[src/rtl/mem_access_ctrl_if.sv]
// rtl/mem_access_ctrl_if.sv - request/response handshake bundle between the MEM stage and the load/store controller
interface mem_access_ctrl_if #(
  parameter int ADDR_W = 32
) ();
  logic              req_valid;
  logic              req_ready;
  logic              req_we;
  logic [1:0]        req_size;
  logic              req_unsigned;
  logic [ADDR_W-1:0] req_addr;
  logic [31:0]       req_wdata;
  logic              resp_valid;
  logic              resp_ready;
  logic [31:0]       resp_rdata;
  logic              resp_err;

  modport master (
    output req_valid, req_we, req_size, req_unsigned, req_addr, req_wdata, resp_ready,
    input  req_ready, resp_valid, resp_rdata, resp_err
  );

  modport slave (
    input  req_valid, req_we, req_size, req_unsigned, req_addr, req_wdata, resp_ready,
    output req_ready, resp_valid, resp_rdata, resp_err
  );
endinterface

[src/rtl/mem_access_ctrl.sv]
// rtl/mem_access_ctrl.sv - single-outstanding load/store controller driving a synchronous data RAM port
module mem_access_ctrl #(
  parameter int ADDR_W = 32
) (
  input  logic                clk,
  input  logic                rst_n,
  input  logic                flush,
  mem_access_ctrl_if.slave    bus,
  output logic                ram_ce,
  output logic                ram_we,
  output logic [ADDR_W-1:0]   ram_addr,
  output logic [3:0]          ram_sel,
  output logic [31:0]         ram_wdata,
  input  logic [31:0]         ram_rdata
);

  typedef enum logic [1:0] {IDLE, ACCESS, DATA, RESP} state_t;

  state_t      state;
  logic        lat_we;
  logic [1:0]  lat_size;
  logic        lat_uns;
  logic [1:0]  lat_off;

  logic        misaligned;
  logic [3:0]  sel_nxt;
  logic [31:0] wdata_nxt;
  logic [7:0]  byte_v;
  logic [15:0] half_v;
  logic [31:0] load_data;

  assign bus.req_ready = (state == IDLE) && !flush;

  always_comb begin
    misaligned = 1'b0;
    sel_nxt    = 4'hF;
    wdata_nxt  = bus.req_wdata;
    case (bus.req_size)
      2'd0: begin
        sel_nxt   = 4'b0001 << bus.req_addr[1:0];
        wdata_nxt = {4{bus.req_wdata[7:0]}};
      end
      2'd1: begin
        misaligned = bus.req_addr[0];
        sel_nxt    = 4'b0011 << bus.req_addr[1:0];
        wdata_nxt  = {2{bus.req_wdata[15:0]}};
      end
      2'd2: misaligned = |bus.req_addr[1:0];
      default: misaligned = 1'b1;
    endcase
  end

  // Lane extraction uses the offset latched at accept; the RAM word arrives in DATA.
  always_comb begin
    byte_v    = ram_rdata[{lat_off, 3'b000} +: 8];
    half_v    = ram_rdata[{lat_off[1], 4'b0000} +: 16];
    load_data = ram_rdata;
    case (lat_size)
      2'd0:    load_data = {{24{~lat_uns & byte_v[7]}}, byte_v};
      2'd1:    load_data = {{16{~lat_uns & half_v[15]}}, half_v};
      default: load_data = ram_rdata;
    endcase
  end

  always_ff @(posedge clk or negedge rst_n) begin
    if (!rst_n) begin
      state          <= IDLE;
      lat_we         <= 1'b0;
      lat_size       <= 2'd0;
      lat_uns        <= 1'b0;
      lat_off        <= 2'd0;
      ram_ce         <= 1'b0;
      ram_we         <= 1'b0;
      ram_addr       <= '0;
      ram_sel        <= 4'h0;
      ram_wdata      <= 32'h0;
      bus.resp_valid <= 1'b0;
      bus.resp_rdata <= 32'h0;
      bus.resp_err   <= 1'b0;
    end else begin
      case (state)
        IDLE: begin
          if (bus.req_valid && !flush) begin
            lat_we         <= bus.req_we;
            lat_size       <= bus.req_size;
            lat_uns        <= bus.req_unsigned;
            lat_off        <= bus.req_addr[1:0];
            bus.resp_rdata <= 32'h0;
            if (misaligned) begin
              state          <= RESP;
              bus.resp_valid <= 1'b1;
              bus.resp_err   <= 1'b1;
            end else begin
              state     <= ACCESS;
              ram_ce    <= 1'b1;
              ram_we    <= bus.req_we;
              ram_addr  <= {bus.req_addr[ADDR_W-1:2], 2'b00};
              ram_sel   <= sel_nxt;
              ram_wdata <= wdata_nxt;
            end
          end
        end
        ACCESS: begin
          // The RAM cycle is already on the port, so a flush here still commits a store.
          ram_ce    <= 1'b0;
          ram_we    <= 1'b0;
          ram_addr  <= '0;
          ram_sel   <= 4'h0;
          ram_wdata <= 32'h0;
          if (flush) begin
            state <= IDLE;
          end else if (lat_we) begin
            state          <= RESP;
            bus.resp_valid <= 1'b1;
            bus.resp_err   <= 1'b0;
            bus.resp_rdata <= 32'h0;
          end else begin
            state <= DATA;
          end
        end
        DATA: begin
          if (flush) begin
            state <= IDLE;
          end else begin
            state          <= RESP;
            bus.resp_valid <= 1'b1;
            bus.resp_err   <= 1'b0;
            bus.resp_rdata <= load_data;
          end
        end
        RESP: begin
          if (bus.resp_ready || flush) begin
            state          <= IDLE;
            bus.resp_valid <= 1'b0;
            bus.resp_err   <= 1'b0;
            bus.resp_rdata <= 32'h0;
          end
        end
        default: state <= IDLE;
      endcase
    end
  end

endmodule

[src/flat_wrapper.sv]
// flat-port wrapper written by rule: the top's interface ports become plain ports
module mem_access_ctrl_flat 
#(
  parameter int ADDR_W = 32
)
  (clk, rst_n, flush, ram_ce, ram_we, ram_addr, ram_sel, ram_wdata, ram_rdata, bus_req_valid, bus_req_we, bus_req_size, bus_req_unsigned, bus_req_addr, bus_req_wdata, bus_resp_ready, bus_req_ready, bus_resp_valid, bus_resp_rdata, bus_resp_err);
  mem_access_ctrl_if #(.ADDR_W(ADDR_W)) bus_i ();
  input  logic clk;
  input  logic rst_n;
  input  logic flush;
  output logic ram_ce;
  output logic ram_we;
  output logic [ADDR_W-1:0] ram_addr;
  output logic [3:0] ram_sel;
  output logic [31:0] ram_wdata;
  input  logic [31:0] ram_rdata;
  input wire logic [$bits(bus_i.req_valid)-1:0] bus_req_valid;
  input wire logic [$bits(bus_i.req_we)-1:0] bus_req_we;
  input wire logic [$bits(bus_i.req_size)-1:0] bus_req_size;
  input wire logic [$bits(bus_i.req_unsigned)-1:0] bus_req_unsigned;
  input wire logic [$bits(bus_i.req_addr)-1:0] bus_req_addr;
  input wire logic [$bits(bus_i.req_wdata)-1:0] bus_req_wdata;
  input wire logic [$bits(bus_i.resp_ready)-1:0] bus_resp_ready;
  output wire logic [$bits(bus_i.req_ready)-1:0] bus_req_ready;
  output wire logic [$bits(bus_i.resp_valid)-1:0] bus_resp_valid;
  output wire logic [$bits(bus_i.resp_rdata)-1:0] bus_resp_rdata;
  output wire logic [$bits(bus_i.resp_err)-1:0] bus_resp_err;
  assign bus_i.req_valid = bus_req_valid;
  assign bus_i.req_we = bus_req_we;
  assign bus_i.req_size = bus_req_size;
  assign bus_i.req_unsigned = bus_req_unsigned;
  assign bus_i.req_addr = bus_req_addr;
  assign bus_i.req_wdata = bus_req_wdata;
  assign bus_i.resp_ready = bus_resp_ready;
  assign bus_req_ready = bus_i.req_ready;
  assign bus_resp_valid = bus_i.resp_valid;
  assign bus_resp_rdata = bus_i.resp_rdata;
  assign bus_resp_err = bus_i.resp_err;
  mem_access_ctrl #(.ADDR_W(ADDR_W)) u_core (.clk(clk), .rst_n(rst_n), .flush(flush), .bus(bus_i), .ram_ce(ram_ce), .ram_we(ram_we), .ram_addr(ram_addr), .ram_sel(ram_sel), .ram_wdata(ram_wdata), .ram_rdata(ram_rdata));
endmodule
[config.mk]
export PLATFORM = sky130hd
export DESIGN_NAME = mem_access_ctrl_flat
export DESIGN_NICKNAME = d
export VERILOG_FILES = /design/src/rtl/mem_access_ctrl_if.sv /design/src/rtl/mem_access_ctrl.sv /design/src/flat_wrapper.sv
export SDC_FILE = /design/constraint.sdc
export NUM_CORES = 1
export LEC_CHECK = 0
export ABC_AREA = 1
export CAP_MARGIN = 0
export CORE_UTILIZATION = 47
export DETAILED_ROUTE_END_ITERATION = 8
export HOLD_SLACK_MARGIN = 0.02
export PLACE_DENSITY = 0.82
export SLEW_MARGIN = 40
export SYNTH_ARGS = -nofsm -noshare
export SYNTH_HDL_FRONTEND = slang
export SYNTH_SLANG_ARGS = --single-unit
[constraint.sdc]
create_clock -name clk -period 3.05 [get_ports clk]
set_clock_uncertainty 0.15 [all_clocks]
set_input_delay 0.61 -clock clk [delete_from_list [all_inputs] [get_ports clk]]
set_output_delay 0.61 -clock clk [all_outputs]
set_load 0.02 [all_outputs]
==> flow_summary.yaml <==
final_layout:
  nets: 1001
  final_common_cell: "nand2_1"
  final_core_util: 0.713
  diodes: 0
  syn_to_final_growth_pct: 46.1
  stdcell_count: 1040
  layout-drive-gt1-share: 0.0522
  final_cell_mix: "nand2_1, clkdlybuf4s50_1, dfrtp_1"
synth:
  syn_inst: 704
  netlist_top_cells_area: "dfrtp_1, nand2_1, o21ai_0, nand3_1, inv_1"
  synth_top_area_cell: "dfrtp_1"
  synth_top_family_by_area: "simple AND/OR/NAND/NOR gates"
  synth_simple_gate_area_frac: 0.334
  yosys.cell_types.count: 26
  synth_compound_area_frac: 0.0775
  muxShareOfSynthArea: 0
  avgSynthCellArea_um2: 7.61
  synth_xor_area_frac: 0
  yosysSeqAreaShare: 0.514
  synthAdderAreaFrac: 0
  synth_warnings: 0
  ys_ff_latch: 110
  synth_area_um2: 5360
  synth_top_area_frac: 0.514
timing:
  setup_viol: 0
  max_slew.worst_pin.slew_ns: 0.752
  period_needed_ns: 2.69
  hold_viol_final: 0
  post-route-period-util: 0.883
  post-route-worst-setup-slack_ns: 0.356
  rsz0062_at_grt: "no"
  fmax_mhz: 371
  finalSetupTns_ns: 0
  maxSlewHeadroom: 0.498
  report.final.slew_viol_count: 0
global_route:
  grt_pass1_vias: 5301
  antenna_found_initial: 0
  overflow: 0
  grt_pass1_wl_um: 25600
  gr-usage-all-layers: 0.280
  grt_start_max_net_pins: 71
setup_path:
  slowest_stage: "clkdlybuf4s50_1"
  timing.rr.start: "u_core.lat_off[1]"
  cp.arrival_ns: 1.93
  critPathCaptureType: "output pin"
  cp.required_ns: 2.29
  cp.buffers_inverters: 2
  reg2reg_slack_ns: 0.81
  path_common_cell: "clkdlybuf4s50_1"
  rr_worst_depth: 9
  slowest_delay_ns: 0.65
  worstPathMaxFanout: 4
  path_class: "in -> out"
  start_kind: "input pin"
  crit_chain: "clkdlybuf4s50_1, nor2_1, clkdlybuf4s50_1"
  r2r_end: "u_core.bus.resp_rdata[16]"
  path_delay_family: "buffers and inverters"
clock_network:
  clk_transition_reported_paths_ns: 0.07
  htree_levels: 3
  cts-buffers-inserted: 9
  cts_hold_buf: 0
  cts_resized: 0
  cts_sinks: 110
  cts_buffer_depth: 2
  cts_tree: "done"
  worstSkewPairLatency_ns: 0.35
  clock-root-buffer: "clkbuf_16"
  cts_setup_buffers: 0
floorplan:
  die_width_um: 109
  design.core.area_um2: 11000
  die_area_um2: 11800
  start_util: 0.488
  rows: 38
  boundaryPins: 210
  die-height_um: 109
power:
  cellLeakagePower_uw: 0.00391
  total_power_uw: 7800
  max-vdd-ir-drop_mv: 0.484
  powerDensity_nw_per_um2: 996
placed_design:
  place.gp.congestion: 0.891
  dpl.hpwl_um: 11700
  pre_cts_slack_ns: 0.338
  dp.cells: 1025
  io_buffers: 207
detailed_routing:
  wl_um: 16100
  drtPass1Iterations: 5
  ant_nets: 0
  vias_per_cell: 5.23
  via_count: 5443
  drtIter0Drc: 364
  remaining_drc_errors: 0
  wire_per_inst_um: 15.5
flow_run:
  drv_cap: 0
outcome:
  outcome: "completed"
hold_path:
  min_path_type: "in -> async"
## state kept, by name (all words and copies together), names as in the netlist
name	count
u_core.ram_wdata	32
u_core.ram_we	1
u_core.state	2
u_core.ram_addr	30
u_core.bus.resp_valid	1
u_core.ram_sel	4
u_core.lat_we	1
u_core.lat_size	2
u_core.bus.resp_err	1
u_core.lat_uns	1
u_core.bus.resp_rdata	32
u_core.lat_off	2
u_core.ram_ce	1
## final cells by class
type                    instances  area, um2
well taps                     140        175
clock inverters                 3       68.8
inverters                      46        173
clock buffers                  12        246
fillers                       885       3150
flip-flops and latches        110       2750
repair buffers                218       2190
multi-input cells             511       2220
## power by group
part           internal (uW)  switching (uW)
Clock                    741             518
Combinational           1670            2340
Sequential              2080             454
Total                   4490            3310
## stage by stage
| step | cell area (um2) | hold slack, ns |
|---|---|---|
| floorplan | 5360 | 0.164 |
| global placement | 7510 | 0.302 |
| detailed placement | 7510 | 0.309 |
| CTS | 7830 | 0.214 |
| global route | 7830 | 0.117 |
| finish | 7830 | 0.0672 |
## worst max-delay path by stage
stage / depth (start not counted) / end / startpoint
after floorplan: 3 / bus_req_ready / u_core.state[0]
after global placement: 3 / bus_req_ready / flush
after detailed placement: 8 / u_core.ram_wdata[20] / bus_req_addr[0]
after CTS: 3 / bus_req_ready / flush
after global routing: 3 / bus_req_ready / flush
final: 3 / bus_req_ready / flush
## layer usage
metal / wire length (um) / GRT usage / up-vias / part of all wire
met4: 580 / 0.131 / 0 / 0.036
met5: 0 / 0 / - / 0
met2: 7920 / 0.472 / 245 / 0.49
met1: 6460 / 0.347 / 2562 / 0.40
met3: 1130 / 0.0526 / 38 / 0.070
li1: - / - / 2598 / -
## cell usage after synthesis
cell      instances
nand2_1         309
dfrtp_1         110
o21ai_0          53
nand3_1          51
inv_1            40
nor2_1           40
buf_2            17
a21oi_1          15
nand4_1          14
buf_4             8
clkbuf_1          8
inv_2             6
or2_2             5
buf_6             4
o21ai_1           4
o22ai_1           4
nor2_2            3
o21a_1            3
nand2_2           2
nand2_4           2
buf_1             1
conb_1            1
nand3_4           1
nor2_8            1
nor3_4            1
o211ai_1          1
## cell families after synthesis
kind of cell / count (synthesis)
flops: 110
compound gates: 80
simple gates: 429
buf+inv: 84
other cells: 1
No activity file was read; power rests on OpenSTA's default activity.
